`src/rtl/uart_rx_frame_if.sv`:
```
// uart_rx_frame_if: byte-side handshake bundle for the uart_rx_frame receiver.
//
// Signals:
//   rx         serial line, idle high (driven by the line side)
//   rdy_clr    acknowledge; clears rdy, frame_err and overrun
//   dout       last received byte
//   rdy        byte available
//   busy       receiver is inside a frame
//   frame_err  sticky: a stop bit was sampled low
//   overrun    sticky: a byte completed while rdy was still set
//
// Modports:
//   master  consumer / line side (drives rx and rdy_clr)
//   slave   the receiver itself
interface uart_rx_frame_if;
   logic       rx;
   logic       rdy_clr;
   logic [7:0] dout;
   logic       rdy;
   logic       busy;
   logic       frame_err;
   logic       overrun;

   modport master (
      output rx, rdy_clr,
      input  dout, rdy, busy, frame_err, overrun
   );

   modport slave (
      input  rx, rdy_clr,
      output dout, rdy, busy, frame_err, overrun
   );
endinterface

```
`src/rtl/uart_rx_frame.sv`:
```
// uart_rx_frame: 8N1 UART receiver, LSB first, 16x oversampling, with start-bit
// validation, framing-error and overrun detection.
//
// Parameters:
//   CLK_HZ  input clock frequency in Hz
//   BAUD    line rate; DIV = CLK_HZ/(BAUD*16) clocks per oversample tick (>= 1)
//
// Ports:
//   clk_50m  clock, rising edge
//   rst_n    asynchronous active-low reset
//   bus      uart_rx_frame_if.slave (rx, rdy_clr in; dout, rdy, busy, frame_err,
//            overrun out)
//
// Build option:
//   UART_RX_MAJORITY_EN  when defined, data and stop bits are a 2-of-3 majority of
//                        samples at oversample counts 13, 14 and 15; otherwise a
//                        single sample at count 15. Frame timing is the same.
module uart_rx_frame #(
   parameter int unsigned CLK_HZ = 50_000_000,
   parameter int unsigned BAUD   = 115200
) (
   input logic            clk_50m,
   input logic            rst_n,
   uart_rx_frame_if.slave bus
);

   localparam int unsigned DIV = CLK_HZ / (BAUD * 16);
   localparam int unsigned TW  = (DIV > 1) ? $clog2(DIV) : 1;
   localparam logic [TW-1:0] TICK_LAST = TW'(DIV - 1);

   typedef enum logic [2:0] {
      StIdle,
      StStart,
      StData,
      StStop,
      StWaitHigh
   } state_t;

   // Input synchronizer; both flops idle high so reset never looks like a start bit.
   logic rx_meta, rx_s;

   always_ff @(posedge clk_50m or negedge rst_n) begin
      if (!rst_n) begin
         rx_meta <= 1'b1;
         rx_s    <= 1'b1;
      end else begin
         rx_meta <= bus.rx;
         rx_s    <= rx_meta;
      end
   end

   // Free-running oversample tick generator.
   logic [TW-1:0] tick_cnt_q;
   logic          tick;

   assign tick = (tick_cnt_q == TICK_LAST);

   always_ff @(posedge clk_50m or negedge rst_n) begin
      if (!rst_n) begin
         tick_cnt_q <= '0;
      end else if (tick) begin
         tick_cnt_q <= '0;
      end else begin
         tick_cnt_q <= tick_cnt_q + TW'(1);
      end
   end

   state_t     state_q, state_d;
   logic [3:0] cnt_q, cnt_d;
   logic [2:0] bit_idx_q, bit_idx_d;
   logic [7:0] shreg_q, shreg_d;
   logic [7:0] dout_q, dout_d;
   logic       rdy_q, rdy_d;
   logic       frame_err_q, frame_err_d;
   logic       overrun_q, overrun_d;
   logic       bit_val;

`ifdef UART_RX_MAJORITY_EN
   // Early samples of the current bit: [0] at count 13, [1] at count 14.
   logic [1:0] maj_q, maj_d;

   always_comb begin
      maj_d = maj_q;
      if (tick && (state_q == StData || state_q == StStop)) begin
         if (cnt_q == 4'd13) maj_d[0] = rx_s;
         if (cnt_q == 4'd14) maj_d[1] = rx_s;
      end
   end

   always_ff @(posedge clk_50m or negedge rst_n) begin
      if (!rst_n) begin
         maj_q <= '0;
      end else begin
         maj_q <= maj_d;
      end
   end

   assign bit_val = (maj_q[0] & maj_q[1]) | (maj_q[0] & rx_s) | (maj_q[1] & rx_s);
`else
   assign bit_val = rx_s;
`endif

   always_comb begin
      state_d     = state_q;
      cnt_d       = cnt_q;
      bit_idx_d   = bit_idx_q;
      shreg_d     = shreg_q;
      dout_d      = dout_q;
      rdy_d       = rdy_q;
      frame_err_d = frame_err_q;
      overrun_d   = overrun_q;

      // Acknowledge first; a frame completing on the same edge overrides below.
      if (bus.rdy_clr) begin
         rdy_d       = 1'b0;
         frame_err_d = 1'b0;
         overrun_d   = 1'b0;
      end

      if (tick) begin
         unique case (state_q)
            StIdle: begin
               if (!rx_s) begin
                  cnt_d   = 4'd0;
                  state_d = StStart;
               end
            end
            StStart: begin
               if (cnt_q == 4'd7) begin
                  if (rx_s) begin
                     state_d = StIdle;
                  end else begin
                     cnt_d     = 4'd0;
                     bit_idx_d = 3'd0;
                     state_d   = StData;
                  end
               end else begin
                  cnt_d = cnt_q + 4'd1;
               end
            end
            StData: begin
               cnt_d = cnt_q + 4'd1;
               if (cnt_q == 4'd15) begin
                  shreg_d[bit_idx_q] = bit_val;
                  if (bit_idx_q == 3'd7) begin
                     state_d = StStop;
                  end else begin
                     bit_idx_d = bit_idx_q + 3'd1;
                  end
               end
            end
            StStop: begin
               cnt_d = cnt_q + 4'd1;
               if (cnt_q == 4'd15) begin
                  if (bit_val) begin
                     dout_d = shreg_q;
                     rdy_d  = 1'b1;
                     if (rdy_q && !bus.rdy_clr) overrun_d = 1'b1;
                     state_d = StIdle;
                  end else begin
                     frame_err_d = 1'b1;
                     state_d     = StWaitHigh;
                  end
               end
            end
            StWaitHigh: begin
               // Hold here through a break so it yields a single frame_err.
               if (rx_s) state_d = StIdle;
            end
            default: state_d = StIdle;
         endcase
      end
   end

   always_ff @(posedge clk_50m or negedge rst_n) begin
      if (!rst_n) begin
         state_q     <= StIdle;
         cnt_q       <= '0;
         bit_idx_q   <= '0;
         shreg_q     <= '0;
         dout_q      <= '0;
         rdy_q       <= 1'b0;
         frame_err_q <= 1'b0;
         overrun_q   <= 1'b0;
      end else begin
         state_q     <= state_d;
         cnt_q       <= cnt_d;
         bit_idx_q   <= bit_idx_d;
         shreg_q     <= shreg_d;
         dout_q      <= dout_d;
         rdy_q       <= rdy_d;
         frame_err_q <= frame_err_d;
         overrun_q   <= overrun_d;
      end
   end

   assign bus.dout      = dout_q;
   assign bus.rdy       = rdy_q;
   assign bus.busy      = (state_q != StIdle);
   assign bus.frame_err = frame_err_q;
   assign bus.overrun   = overrun_q;

endmodule

```
`src/flat_wrapper.sv`:
```
// flat-port wrapper written by rule: the top's interface ports become plain ports
module uart_rx_frame_flat 
#(
   parameter int unsigned CLK_HZ = 50_000_000,
   parameter int unsigned BAUD   = 115200
)
  (clk_50m, rst_n, bus_rx, bus_rdy_clr, bus_dout, bus_rdy, bus_busy, bus_frame_err, bus_overrun);
  uart_rx_frame_if bus_i ();
  input logic clk_50m;
  input logic rst_n;
  input wire logic [$bits(bus_i.rx)-1:0] bus_rx;
  input wire logic [$bits(bus_i.rdy_clr)-1:0] bus_rdy_clr;
  output wire logic [$bits(bus_i.dout)-1:0] bus_dout;
  output wire logic [$bits(bus_i.rdy)-1:0] bus_rdy;
  output wire logic [$bits(bus_i.busy)-1:0] bus_busy;
  output wire logic [$bits(bus_i.frame_err)-1:0] bus_frame_err;
  output wire logic [$bits(bus_i.overrun)-1:0] bus_overrun;
  assign bus_i.rx = bus_rx;
  assign bus_i.rdy_clr = bus_rdy_clr;
  assign bus_dout = bus_i.dout;
  assign bus_rdy = bus_i.rdy;
  assign bus_busy = bus_i.busy;
  assign bus_frame_err = bus_i.frame_err;
  assign bus_overrun = bus_i.overrun;
  uart_rx_frame #(.CLK_HZ(CLK_HZ), .BAUD(BAUD)) u_core (.clk_50m(clk_50m), .rst_n(rst_n), .bus(bus_i));
endmodule
```
`config.mk`:
```
export PLATFORM = sky130hd
export DESIGN_NAME = uart_rx_frame_flat
export DESIGN_NICKNAME = d
export VERILOG_FILES = /design/src/rtl/uart_rx_frame_if.sv /design/src/rtl/uart_rx_frame.sv /design/src/flat_wrapper.sv
export SDC_FILE = /design/constraint.sdc
export NUM_CORES = 1
export LEC_CHECK = 0
export CAP_MARGIN = 20
export CELL_PAD_IN_SITES_DETAIL_PLACEMENT = 1
export CELL_PAD_IN_SITES_GLOBAL_PLACEMENT = 1
export CORE_ASPECT_RATIO = 0.75
export CORE_MARGIN = 2
export CORE_UTILIZATION = 45
export CTS_CLUSTER_SIZE = 25
export DETAILED_ROUTE_END_ITERATION = 12
export GPL_ROUTABILITY_DRIVEN = 0
export HOLD_SLACK_MARGIN = 0.06
export PLACE_DENSITY = 0.76
export SYNTH_ARGS = -nofsm -noshare
export SYNTH_HDL_FRONTEND = slang
export SYNTH_SLANG_ARGS = --single-unit
```
`constraint.sdc`:
```
create_clock -name clk_50m -period 2.4 [get_ports clk_50m]
set_input_delay 0.24 -clock clk_50m [delete_from_list [all_inputs] [get_ports clk_50m]]
set_output_delay 0.24 -clock clk_50m [all_outputs]
set_load 0.01 [all_outputs]
```
# Yosys cells after proc, flatten, opt, wreduce, memory -nomap -nowiden
# Index checks and enable logic that the tools add are counted.
dict set report op_classes {
  add_sub_neg 3
  mul 0
  div 0
  magnitude_cmp 2
  n_eq_ne 16
  shift 0
  n_mux 37
  bitwise_logic 0
  n_reduce_logical 13
}
# operator count
set ops {}
lappend ops {{3-bit 2-to-1 mux} 11}
lappend ops {{1-bit 2-to-1 mux} 17}
lappend ops {{3-bit case mux with 5 select lines} 1}
lappend ops {{4-bit case mux with 3 select lines} 1}
lappend ops {{2-bit by 1-bit != test with 1-bit output, second input constant} 5}
lappend ops {{8-bit bitwise mux} 1}
lappend ops {{4-bit 2-to-1 mux} 2}
lappend ops {{7-bit AND reduction} 1}
lappend ops {{3-bit by 2-bit equality test with 1-bit output, second input constant} 2}
lappend ops {{3-bit equality test, second input constant} 2}
lappend ops {{2-bit != test, second input constant} 3}
lappend ops {{3-bit case mux with 2 select lines} 1}
lappend ops {{6-bit AND reduction} 1}
lappend ops {{3-bit nonzero test} 2}
lappend ops {{5-bit by 1-bit adder with 5-bit output, second input constant} 1}
lappend ops {{5-bit equality test, second input constant} 1}
lappend ops {{5-bit 2-to-1 mux} 1}
lappend ops {{4-bit by 1-bit adder with 4-bit output, second input constant} 1}
lappend ops {{4-bit by 3-bit equality test with 1-bit output, second input constant} 1}
lappend ops {{4-bit equality test, second input constant} 1}
lappend ops {{3-bit by 4-bit < comparator with 1-bit output, second input constant} 1}
lappend ops {{4-bit AND reduction} 1}
lappend ops {{3-bit by 1-bit adder with 3-bit output, second input constant} 1}
lappend ops {{1-bit demux with 3-bit select} 1}
lappend ops {{other kinds (10)} 11}
dict set report word_totals {
  register_bits 36
  latch_bits 0
  ramBits 0
  rom_bits 0
  in_bits 4
  out_inout_bits 12
  elab_cells 82
  mem_count 0
}

# Depth between registers and ports, before layout
dict set report depth {
  depth_word 7
  ltp_mapped 6
  depth_no_buf 6
}

# Worst setup path before layout
# No wires, ideal clock.
dict set report synth_timing {
  path_kind {register -> register}
  from {register u_core.tick_cnt_q[0]}
  to {register u_core.shreg_q[0]}
  setup_ns 0.125
  arrival_time_ns 1.738
  required_time_ns 2.275
  slack_ns 0.537
  stages_incl_launch_ff 7
  n_path_buf 0
  period_less_slack_ns 1.863
  cell_sequence {dfrtp_1 inv_1 ha_1 nand4b_4 or4_4 nor4_2 mux2_2}
}
dict set report synth_via {
  elab_chain_len 2
}
# element line_no
set synth_rtl {}
lappend synth_rtl {{from (decl)} uart_rx_frame.sv:53} ;# logic [TW-1:0] tick_cnt_q;
lappend synth_rtl {{from (signal assigned)} uart_rx_frame.sv:64} ;# tick_cnt_q <= tick_cnt_q + TW'(1);
lappend synth_rtl {{5-bit equality test} uart_rx_frame.sv:56} ;# assign tick = (tick_cnt_q == TICK_LAST);
lappend synth_rtl {{3-bit AND reduction (no source line)} n/a}
lappend synth_rtl {{to (signal assigned)} uart_rx_frame.sv:189} ;# shreg_q <= shreg_d;
lappend synth_rtl {{to (decl)} uart_rx_frame.sv:71} ;# logic [7:0] shreg_q, shreg_d;
# No other way between the ends.
# A chain may end at the register's enable or synchronous reset.

# Worst setup path after layout
dict set report layout_timing {
  from {register u_core.tick_cnt_q[0]}
  to {register u_core.shreg_q[5]}
}
# Same word-level chain as after synthesis.

==> out/metrics.cfg <==
[outcome]
status=finished clean

[drt]
first_pass_iters=5
ant_nets=0
drc=0
drt-total-wl_mm=3.55
dr.first_iter.drc_count=76
wl_per_cell_um=16.4
vias_per_cell=5.61
via_count=1212

[cells_and_area]
utilization=0.556
finalNetCount=172
nFillCells=394
area_delta_synth_final_pct=17.1
drive_gt1_frac=0.226
antenna_cells=0
final_cells=216

[clock_tree]
path_clk_slew_ps=70
cts_max_path_buffers=2
htreeDepth=2
holdBufCountCts=0
cts_setup_buffers=0
cts_resized=0
clock_latency_ps=290
cts_buffers=5
tritoncts=done
cts-root-buf=clkbuf_8
cts_sinks=36

[setup_path]
cp_max_fo=7
setup.worst_path.end_class=flop
critical_path_arrival_ps=2310
cp.required_ps=2580
cpMaxStageDelayCell=nor3_1
path_cells=inv_1 > ha_1 > nand4b_4 > nor3_1 > and4bb_1 > mux2_2
crit_type=flop to flop
max_stage_delay_ps=490
cp-start-kind=flop

[yosys]
synth_top_area_share=0.486
ys.flop_type=dfrtp_1
avgSynthCellArea_um2=12.1
yosys-top-cells-count=dfrtp_1, mux2_2, nor2_1
synth_most_common_cell=dfrtp_1
syn_inst=144
yosys_register_bits=36
ys.warnings.count=0
ys_seq_area_frac=0.516
synthesis.nets=153
synthArstFlopShare=1.00
syn-cell-area_um2=1750
synth_top_area_cell=dfrtp_1
synth_cell_type_count=39
synthTopCellsByArea=dfrtp_1, mux2_2, ha_1
synth_edf_count=0

[sta]
rsz0062_at_grt=false
finalSetupViolCount=0
finalHoldViolations=0
finalCriticalPeriod_ps=2130
fin_crit_sh=0.889
maxSlewViolCount=0
maxSlewHeadroom=0.614
skew_ps=4.71
fmax_ghz=0.469
tns_ps=0
worst_slew_pin_slew_ps=575
whs_ps=353

[power]
irDropWorstVdd_v=0.000352
power.share.sequential=0.529
total_leakage_power_nw=0.923
internal_power_mw=0.928
p_switching_mw=0.239
powerDensity_nw_per_um2=570
p_comb_frac=0.023
power_mw=1.17
sw_frac_of_total=0.205
power_frac_clock=0.448

[global_route]
grt_pass1_vias=1270
grt_start_max_net_pins=37
grt_pass1_wl_mm=6.17
antenna_found_initial=0
grt_remaining_overflow=0
grt_usage=0.185

[placement]
dpl.hpwl_mm=2.53
place_inst=208
portBuffers=15

[floorplanning]
core-area_um2=3680
die-width_um=76.0
ios=16
initial_core_util=0.475
rows=19
dieArea_um2=4410
die_y_um=58.0

[job]
max_cap_violations=0

[hold_path]
hp-class=primary input to flop

worst paths after layout:
path / from / endpoint / slack [ps] / cells after the start
worst max-delay path: u_core.tick_cnt_q[0] / u_core.shreg_q[5] / 270 / 6
worst min-delay path: bus_rx / u_core.rx_meta / 350 / 1
worst max register to register: u_core.tick_cnt_q[0] / u_core.shreg_q[5] / 270 / 6
worst min register to register: u_core.rx_meta / u_core.bit_val / 360 / 0
max in group asynchronous: rst_n / u_core.bit_val / 1690 / 2
min in group asynchronous: rst_n / u_core.tick_cnt_q[1] / 370 / 2
power groups by stage:
| stage | Sequential [mW] | Combinational [mW] | Clock (mW) |
|---|---|---|---|
| 2_1_floorplan | 0.624 | 0.0107 | 0 |
| 3_3_place_gp | 0.629 | 0.0270 | 0 |
| 3_5_place_dp | 0.629 | 0.0282 | 0 |
| 4_1_cts | 0.617 | 0.0283 | 0.543 |
| 5_1_grt | 0.618 | 0.0311 | 0.559 |
| 6_report | 0.617 | 0.0271 | 0.523 |
placed cells by master (no fill, tap or decap), types with 2 or more instances in the layout:
| cell | count |
|---|---|
| a21o_1 | 3 |
| a21o_2 | 2 |
| a21oi_1 | 2 |
| a22o_1 | 2 |
| a32o_1 | 3 |
| and3_1 | 2 |
| buf_4 | 4 |
| clkbuf_8 | 5 |
| clkdlybuf4s50_1 | 15 |
| dfrtp_1 | 34 |
| dfstp_2 | 2 |
| ha_1 | 5 |
| inv_1 | 4 |
| mux2_2 | 17 |
| nand2_1 | 9 |
| nand3_1 | 5 |
| nand4_1 | 3 |
| nand4b_1 | 3 |
| nor2_1 | 11 |
| nor3_1 | 3 |
| nor3b_1 | 4 |
| nor4b_1 | 2 |
| o211ai_1 | 2 |
| o21ai_0 | 4 |
| xnor2_1 | 2 |
logic make-up (layout without fill, tap and decap cells):
family | after synthesis | count (layout) | share of synthesized area
buffers and inverters | 11 | 31 | 0.0393
xor gates and xnor gates | 3 | 3 | 0.0150
DFF | 36 | 36 | 0.516
adders and majority gates | 5 | 5 | 0.0358
and+or+nand+nor | 50 | 50 | 0.188
muxes | 18 | 18 | 0.115
AOI/OAI and AO/OA | 21 | 21 | 0.0901
flip-flops by register name, summed over array words and instances (netlist names):
name	count
u_core.bus.dout	8
u_core.shreg_q	8
u_core.tick_cnt_q	5
u_core.cnt_q	4
u_core.bit_idx_q	3
u_core.state_q	3
u_core.bit_val	1
u_core.bus.frame_err	1
u_core.bus.overrun	1
u_core.bus.rdy	1
u_core.rx_meta	1
layout make-up:
class	instances	area, um2	share of cell area
sequential	36	903	0.441
multi-input combinational	97	777	0.379
timing repair buffer	19	180	0.0880
clock buffer	6	72.6	0.0354
tap	52	65.1	0.0318
clock inverter	2	35.0	0.0171
inverter	4	15.0	0.00733
per-stage QoR:
step	setup slack [ps]	cell area (um2)
after floorplan	537	1750
after global placement	446	1940
after detailed placement	298	1940
after CTS	273	2050
after global routing	107	2050
final	266	2050
routing by layer:
layer | GRT usage | up-vias | wire, um
li1 | - | 567 | -
met1 | 0.237 | 621 | 1690
met2 | 0.307 | 19 | 1680
met3 | 0.0498 | 5 | 128
met4 | 0.0701 | 0 | 42
met5 | 0 | - | 0
worst max-delay path, delay by kind of cell (launching register included):
kind,cells,cell delay (ps)
adder cells (fa/ha/maj),1,240
buffers and inverters,1,70
flip-flops,1,410
AND/OR/NAND/NOR,3,970
multiplexers,1,330
Note: power is estimated with default switching activity, not from simulation.
